### src/rtl/ntt_seq_ctrl.sv
// ntt_seq_ctrl
// Sequencing controller for the Kyber 256-point NTT/INTT datapath.
// Walks one polynomial through load, compute and unload. It drives the
// coefficient-RAM address ports, the butterfly issue strobe and the twiddle
// index. Butterfly results are written back through a fixed-latency shift
// register that mirrors the butterfly pipeline depth.
module ntt_seq_ctrl #(
  parameter int BF_LAT = 4
) (
  input  logic       clk,
  input  logic       rst,
  input  logic       start,
  input  logic       mode,
  input  logic       in_valid,
  output logic       in_ready,
  input  logic       out_ready,
  output logic       out_valid,
  output logic       rd_en,
  output logic [7:0] rd_addr1,
  output logic [7:0] rd_addr2,
  output logic       wr_en,
  output logic [7:0] wr_addr1,
  output logic [7:0] wr_addr2,
  output logic       wr_src,
  output logic       bf_en,
  output logic [1:0] bf_op,
  output logic [6:0] zeta_idx,
  output logic [2:0] layer,
  output logic       in_done,
  output logic       cal_done,
  output logic       done,
  output logic       busy
);

  // Last GAP count value; the gap lasts exactly BF_LAT cycles.
  localparam logic [3:0] GAP_LAST = 4'(BF_LAT - 1);

  localparam logic [1:0] OP_CT    = 2'd1;
  localparam logic [1:0] OP_GS    = 2'd2;
  localparam logic [1:0] OP_SCALE = 2'd3;

  typedef enum logic [2:0] {
    S_IDLE,
    S_LOAD,
    S_CALC,
    S_GAP,
    S_OUT
  } state_t;

  state_t     state_reg;
  logic       mode_reg;      // 1 = inverse transform
  logic [6:0] beat_reg;      // load beat index k
  logic [6:0] j_reg;         // butterfly index within the current layer
  logic [2:0] layer_reg;     // current layer 0..7
  logic [3:0] gap_reg;       // idle cycles spent in GAP
  logic [7:0] pair_reg;      // unload pairs issued; bit 7 set when all issued
  logic       in_done_reg;
  logic       cal_done_reg;
  logic       done_reg;
  logic       out_valid_reg;

  // Write-back delay line, one entry per butterfly pipeline stage.
  logic [BF_LAT-1:0]      wb_valid_reg;
  logic [BF_LAT-1:0][7:0] wb_addr1_reg;
  logic [BF_LAT-1:0][7:0] wb_addr2_reg;

  logic       load_beat;
  logic       calc_issue;
  logic       out_issue;
  logic       last_layer;

  // Butterfly address decode intermediates.
  logic [3:0] shamt;
  logic [7:0] j_ext;
  logic [7:0] span;
  logic [7:0] grp;
  logic [7:0] ofs;
  logic [7:0] bf_addr1;
  logic [7:0] bf_addr2;
  logic [7:0] zeta_sum;
  logic [1:0] op_sel;

  // Handshake qualifiers and the final-layer test derived from the state registers.
  always_comb begin
    load_beat  = (state_reg == S_LOAD) && in_valid;
    calc_issue = (state_reg == S_CALC);
    out_issue  = (state_reg == S_OUT) && out_ready && !pair_reg[7];
    last_layer = mode_reg ? (layer_reg == 3'd7) : (layer_reg == 3'd6);
  end

  // Butterfly addressing: a layer pairs coefficients 'span' apart, so
  // address1 is j with a zero bit inserted at the span position. The
  // inverse scale pass walks plain adjacent pairs.
  always_comb begin
    j_ext    = {1'b0, j_reg};
    shamt    = 4'd0;
    span     = 8'd0;
    grp      = 8'd0;
    ofs      = 8'd0;
    bf_addr1 = 8'd0;
    bf_addr2 = 8'd0;
    zeta_sum = 8'd0;
    op_sel   = 2'd0;
    if (mode_reg && (layer_reg == 3'd7)) begin
      bf_addr1 = {j_reg, 1'b0};
      bf_addr2 = {j_reg, 1'b1};
      op_sel   = OP_SCALE;
    end else begin
      // Forward spans shrink 128..2, inverse spans grow 2..128.
      if (mode_reg) begin
        shamt = {1'b0, layer_reg} + 4'd1;
      end else begin
        shamt = 4'd7 - {1'b0, layer_reg};
      end
      span     = 8'd1 << shamt;
      grp      = j_ext >> shamt;
      ofs      = j_ext & (span - 8'd1);
      bf_addr1 = (grp << (shamt + 4'd1)) | ofs;
      bf_addr2 = bf_addr1 + span;
      if (mode_reg) begin
        // Inverse consumes twiddles from the top of the table downward.
        zeta_sum = (8'd128 >> layer_reg) - 8'd1 - grp;
        op_sel   = OP_GS;
      end else begin
        zeta_sum = (8'd1 << layer_reg) + grp;
        op_sel   = OP_CT;
      end
    end
  end

  // Read port and butterfly issue: compute reads in CALC, unload reads in OUT.
  always_comb begin
    rd_en    = 1'b0;
    bf_en    = 1'b0;
    rd_addr1 = 8'd0;
    rd_addr2 = 8'd0;
    bf_op    = 2'd0;
    zeta_idx = 7'd0;
    if (calc_issue) begin
      rd_en    = 1'b1;
      bf_en    = 1'b1;
      rd_addr1 = bf_addr1;
      rd_addr2 = bf_addr2;
      bf_op    = op_sel;
      zeta_idx = zeta_sum[6:0];
    end else if (out_issue) begin
      rd_en    = 1'b1;
      rd_addr1 = {pair_reg[6:0], 1'b0};
      rd_addr2 = {pair_reg[6:0], 1'b1};
    end
  end

  // Write port: host load beats, otherwise the delayed butterfly results.
  // The delay line is empty whenever LOAD is active, so they never collide.
  always_comb begin
    wr_en    = 1'b0;
    wr_src   = 1'b0;
    wr_addr1 = 8'd0;
    wr_addr2 = 8'd0;
    if (load_beat) begin
      wr_en    = 1'b1;
      wr_addr1 = {beat_reg, 1'b0};
      wr_addr2 = {beat_reg, 1'b1};
    end else if (wb_valid_reg[BF_LAT-1]) begin
      wr_en    = 1'b1;
      wr_src   = 1'b1;
      wr_addr1 = wb_addr1_reg[BF_LAT-1];
      wr_addr2 = wb_addr2_reg[BF_LAT-1];
    end
  end

  // Write-back delay line; it drains regardless of state, and reset flushes it.
  always_ff @(posedge clk or posedge rst) begin
    if (rst) begin
      wb_valid_reg <= '0;
      wb_addr1_reg <= '0;
      wb_addr2_reg <= '0;
    end else begin
      wb_valid_reg[0] <= calc_issue;
      wb_addr1_reg[0] <= rd_addr1;
      wb_addr2_reg[0] <= rd_addr2;
      for (int i = 1; i < BF_LAT; i++) begin
        wb_valid_reg[i] <= wb_valid_reg[i-1];
        wb_addr1_reg[i] <= wb_addr1_reg[i-1];
        wb_addr2_reg[i] <= wb_addr2_reg[i-1];
      end
    end
  end

  // Phase sequencer with registered completion pulses and unload valid.
  always_ff @(posedge clk or posedge rst) begin
    if (rst) begin
      state_reg     <= S_IDLE;
      mode_reg      <= 1'b0;
      beat_reg      <= 7'd0;
      j_reg         <= 7'd0;
      layer_reg     <= 3'd0;
      gap_reg       <= 4'd0;
      pair_reg      <= 8'd0;
      in_done_reg   <= 1'b0;
      cal_done_reg  <= 1'b0;
      done_reg      <= 1'b0;
      out_valid_reg <= 1'b0;
    end else begin
      in_done_reg   <= 1'b0;
      cal_done_reg  <= 1'b0;
      done_reg      <= 1'b0;
      out_valid_reg <= out_issue;
      case (state_reg)
        S_IDLE: begin
          if (start) begin
            mode_reg  <= mode;
            beat_reg  <= 7'd0;
            layer_reg <= 3'd0;
            state_reg <= S_LOAD;
          end
        end
        S_LOAD: begin
          if (in_valid) begin
            beat_reg <= beat_reg + 7'd1;
            if (beat_reg == 7'd127) begin
              in_done_reg <= 1'b1;
              j_reg       <= 7'd0;
              layer_reg   <= 3'd0;
              state_reg   <= S_CALC;
            end
          end
        end
        S_CALC: begin
          j_reg <= j_reg + 7'd1;
          if (j_reg == 7'd127) begin
            gap_reg   <= 4'd0;
            state_reg <= S_GAP;
          end
        end
        S_GAP: begin
          // Hold off the next layer until every pending write has landed.
          if (gap_reg == GAP_LAST) begin
            if (last_layer) begin
              cal_done_reg <= 1'b1;
              pair_reg     <= 8'd0;
              state_reg    <= S_OUT;
            end else begin
              layer_reg <= layer_reg + 3'd1;
              j_reg     <= 7'd0;
              state_reg <= S_CALC;
            end
          end else begin
            gap_reg <= gap_reg + 4'd1;
          end
        end
        S_OUT: begin
          if (out_issue) begin
            pair_reg <= pair_reg + 8'd1;
            // done lines up with the out_valid of the final pair.
            if (pair_reg == 8'd127) begin
              done_reg <= 1'b1;
            end
          end else if (pair_reg[7]) begin
            layer_reg <= 3'd0;
            state_reg <= S_IDLE;
          end
        end
        default: begin
          state_reg <= S_IDLE;
        end
      endcase
    end
  end

  // Status outputs decoded from registered state.
  always_comb begin
    busy      = (state_reg != S_IDLE);
    in_ready  = (state_reg == S_LOAD);
    layer     = layer_reg;
    in_done   = in_done_reg;
    cal_done  = cal_done_reg;
    done      = done_reg;
    out_valid = out_valid_reg;
  end

endmodule

### config.mk
export PLATFORM = sky130hd
export DESIGN_NAME = ntt_seq_ctrl
export DESIGN_NICKNAME = d
export VERILOG_FILES = /design/src/rtl/ntt_seq_ctrl.sv
export SDC_FILE = /design/constraint.sdc
export NUM_CORES = 1
export LEC_CHECK = 0
export BUFFER_PORTS_ARGS = -buffer_cell sky130_fd_sc_hd__buf_2
export CAP_MARGIN = 25
export CORE_AREA = 2 2 102 104
export CTS_BUF_LIST = sky130_fd_sc_hd__clkbuf_8
export DETAILED_ROUTE_END_ITERATION = 12
export DIE_AREA = 0 0 104 106
export PLACE_DENSITY_LB_ADDON = 0.1
export SLEW_MARGIN = 20
export SYNTH_ARGS = -nofsm -noshare
export SYNTH_HDL_FRONTEND = slang
export SYNTH_SLANG_ARGS = --single-unit
### constraint.sdc
create_clock -name clk -period 6.2 [get_ports clk]
set_input_delay 0.93 -clock clk [delete_from_list [all_inputs] [get_ports clk]]
set_output_delay 0.93 -clock clk [all_outputs]
set_load 0.02 [all_outputs]
# Word-level counts from Yosys, hierarchy flattened
# Cells that the tools add are included.
# totals
mem_bits_ro,0
ram_bits,0
wordCells,144
reg_bits,105
memories,0
latch_bits,0
# op_classes
addsub,13
mul,0
shifts,5
order_cmp,0
mux,64
n_eq_ne,21
n_div,0
n_reduce_logical,19
n_bitwise,2
# ops
cell,count
$mux 8,13
$mux 7,9
$mux 3,13
$pmux 7 s3,1
$ne 2x2->1 const B,9
$mux 1,16
$mux 4,4
$pmux 8 s2,1
$pmux 3 s5,1
$add 7x1->7 const B,2
$eq 7x7->1 const B,2
$pmux 7 s2,1
$pmux 3 s4,1
$eq 3x3->1 const B,3
$add 4x1->4 const B,2
$add 8x1->8 const B,1
$add 8x8->8,1
$and 7x8->8,1
$eq 8x7->1 const B,1
$or 8x8->8,1
$pmux 4 s2,1
$reduce_and 8->1,1
$shl 1x4->8 const A,1
$shl 8x4->8,1
26 further kinds,37

# Logic depth before layout (Yosys ltp)
# logic_depth
word_depth,10
mapped_depth,24

# Worst setup path after synthesis
# No wires, ideal clock.
# synth_timing
path_type,register to output
from,"register layer_reg[0], in the netlist layer[0]"
to,output rd_addr2[7]
stages_incl_launch_ff,25
arrival_time_ps,4856
slack_ps,414
cell_sequence,dfrtp_1 buf_6 buf_6 inv_1 clkbuf_1 ha_1 nand2b_1 nand2_1 buf_2 nor2_1 ha_1 clkbuf_1 nand3_1 nor3_1 nand2_1 o21ai_0 ha_1 a21o_1 a21oi_1 mux2i_1 a21oi_1 a21boi_1 o21ai_1 or4_1 nand4_1
# synth_via
elab_chain_len,10
# synth_lines
element,line_no,rtl
start: declaration,54,logic [2:0] layer_reg;
start signal: assignment,244,layer_reg <= layer_reg + 3'd1;
$sub 3x3->4 or $add 3x1->4 (tied branches),"113, 111",
$mux 4,110,if (mode_reg) begin
$mux 4,104,if (mode_reg && (layer_reg == 3'd7)) begin
$shl 1x4->8,115,span = 8'd1 << shamt;
$sub 8x1->8,117,ofs = j_ext & (span - 8'd1);
$and 7x8->8,117,
$or 8x8->8,118,bf_addr1 = (grp << (shamt + 4'd1)) | ofs;
$add 8x8->8,119,bf_addr2 = bf_addr1 + span;
$mux 8 (*),104,
$mux 8 (*),139,if (calc_issue) begin
end: declaration,20,"output logic [7:0] rd_addr2,"
# Every way passes the cells marked *; elsewhere a longest branch is shown, timed or not. The select of a mux whose other input is x is not followed.

# Worst setup path after layout
# layout_timing
from,"register layer_reg[1], in the netlist layer[1]"
to,output rd_addr2[7]
# The elaborated chain is that of the path after synthesis.

==> results.cfg <==
[worst_setup_path]
rrSetupSlack_ns = 1.74
reg2reg_from = layer[1]
worstPathRequired_ns = 5.27
crit_type = reg2out
crit_fanout = 13
max_stage_delay_ns = 0.49
start_kind = flip-flop
crit_chain = ha_1 -> ha_2 -> mux2i_2 -> inv_2 -> and2_4 -> a32oi_4 -> o21ai_0 -> a22oi_1 -> o21ai_0 -> ha_1 -> a21oi_1 -> mux2i_1 -> a21oi_1 -> a21boi_1 -> o21ai_1 -> or4_1 -> nand4_1 -> buf_2
arrival_ns = 4.92
slowest_stage = dfrtp_2
critPathLaunch = layer[1]
crit_path_end_kind = primary output

[timing]
fmax_ghz = 0.171
whs_ns = 0.348
tns_ns = 0
rsz0062_at_grt = false
final_hold_viol_count = 0
setup_viol = 0
layout_min_cycle_time_ns = 5.85
relSlewSlack_pct = 39.7
tightestPinTransition_ns = 0.882
drv_slew = 0
fin_crit_sh_pct = 94.3
finClkSkew_ns = 0.0115

[floorplanning]
coreArea_um2 = 10000
die-area_um2 = 11000
die_h_um = 106
initial_core_util_pct = 59.6
rows = 37
io_pins = 60
die_w_um = 104

[status]
status = completed

[routing]
vias = 4863
finalWirelength_mm = 14.7
antenna_left = 0
drt_iter0_markers = 374
drc = 0
drtPass1Iterations = 5
detail_route.wl_per_cell_um = 18.1
viasPerCell = 6.01

[clock_tree]
cts_made_buffers = 9
path_clk_slew_ns = 0.10
clock-root-buffer = clkbuf_8
clk_latency_ns = 0.36
htree_levels = 3
cts_tree = built
cts.sink_count = 105
clk_path_buf_depth = 2

[layout]
final_cell_mix = dfrtp_1 (102), nor2_1 (66), buf_2 (59)
syn_to_final_growth_pct = 9.76
antennaDiodeCount = 0
nFillCells = 828
final_net_count = 706
fin_util_pct = 65.4
final_common_cell = dfrtp_1
post_route_cells_drive_above_1_share_pct = 17.4

[global_route]
grt_max_degree = 74
grt_overflow = 0
grt_use_total_pct = 27.4
grt_pass1_wl_mm = 23.8
grt_pass1_vias = 4628
grt_antenna_before_repair = 0

[pwr]
leakagePower_nw = 3.18
pwr_density_cell_nw_per_um2 = 563
ir_worst_vdd_mv = 0.302

[placement]
hpwl_mm = 11.1
port-buffer-count = 59
gp_congestion = 0.966

[synth]
synthFlopType = dfrtp_1
syn-num-nets = 661
yosysWarnings = 0
async_flop_share_pct = 100
yosysSeqAreaShare_pct = 44.1
syn_area_per_cell_um2 = 9.56
synth_area_um2 = 5960
netlist_instances = 623
ys_seq_elements = 105
synth-edff-count = 0
synthDistinctLibCells = 77

[min_path]
min_path_type = reg2reg
hp-start = wb_addr2_reg[5]

[job]
cap_violations = 0
power breakdown:
group / switching, mW / internal (mW)
Combinational: 1.45 / 0.777
Sequential: 0.179 / 0.885
Clock: 0.235 / 0.153
Total: 1.87 / 1.82
metrics by stage:
step / area (µm²) / std cells / setup slack (ns) / power, mW
final: 6540 / 809 / 0.351 / 3.68
after global routing: 6540 / 809 / 0.0198 / 3.93
after CTS: 6500 / 806 / 0.180 / 3.65
after detailed placement: 6320 / 790 / 0.590 / 3.26
after global placement: 6320 / 790 / 0.753 / 3.22
after floorplan: 5960 / 623 / 0.414 / 2.62
worst max-delay path: cells and delay by family, from the launching register on:
family                   cells  cell delay (ns)
multiplexers                 2             0.35
adder cells (fa/ha/maj)      3             1.09
flip-flops                   1             0.49
AND/OR/NAND/NOR              3             0.77
AO/OA/AOI/OAI                8             1.57
buffers and inverters        2             0.29
timing repair:
item | 4_1_cts | 5_1_grt
hold buffers | 0 | 0
gates resized for setup | 0 | 6
buffers inserted | 0 | 1
hold endpoints to repair | 0 | 0
setup endpoints to repair | 0 | 3
layer usage:
layer | global-route usage [%] | part of all wire [%] | vias up
li1 | - | - | 2298
met1 | 34.2 | 41 | 2352
met2 | 47.9 | 51 | 178
met3 | 3.86 | 5.0 | 35
met4 | 12.2 | 2.9 | 0
met5 | 0 | 0 | -
cell type report:
cell class / instances / area [µm²] / share of cell area (%)
clock inverters: 7 / 57.6 / 0.880
well taps: 136 / 170 / 2.60
multi-input cells: 456 / 3090 / 47.2
clock buffers: 9 / 124 / 1.89
inverters: 28 / 108 / 1.65
flip-flops and latches: 105 / 2630 / 40.2
repair buffers: 68 / 363 / 5.55
logic make-up after synthesis:
kind of cell,Yosys count,synth area share [%]
fa+ha+maj,32,7.10
buf+inv,62,4.43
flops,105,44.1
simple gates,217,18.0
compound gates,163,19.4
xor+xnor,29,4.26
mux,15,2.65
worst paths after layout:
kind | to | depth (start not counted)
max | rd_addr2[7] | 18
min | wb_addr2_reg[13] | 0
max reg2reg | wb_addr2_reg[7] | 17
min reg2reg | wb_addr2_reg[13] | 0
max in group asynchronous | wb_addr2_reg[31] | 3
min in group asynchronous | wb_valid_reg[0] | 2
cell usage after synthesis, types with 3 or more instances:
master    count  area [µm²]
a211oi_1      4        30.0
a21o_1        9        67.6
a21oi_1      34         170
a221oi_1      3        26.3
a22o_1       16         140
a22oi_1       3        22.5
a31oi_1       6        37.5
and2_1        7        43.8
and3_1       10        62.6
buf_2         7        35.0
buf_6         3        33.8
clkbuf_1     23        86.3
dfrtp_1     105        2630
fa_1          3        60.1
ha_1         29         363
inv_1        26        97.6
mux2_2        3        33.8
mux2i_1      11         110
nand2_1      49         184
nand2b_1      9        56.3
nand3_1      23         115
nand4_1      12        75.1
nor2_1       66         248
nor2b_1       7        43.8
nor3_1        8        40.0
o21a_1        3        22.5
o21ai_0      38         190
o21ai_1       8        40.0
o21bai_1      7        52.6
o31a_1        3        26.3
xnor2_1      12         105
xor2_1       17         149
No activity file was read; power rests on OpenSTA's default activity.
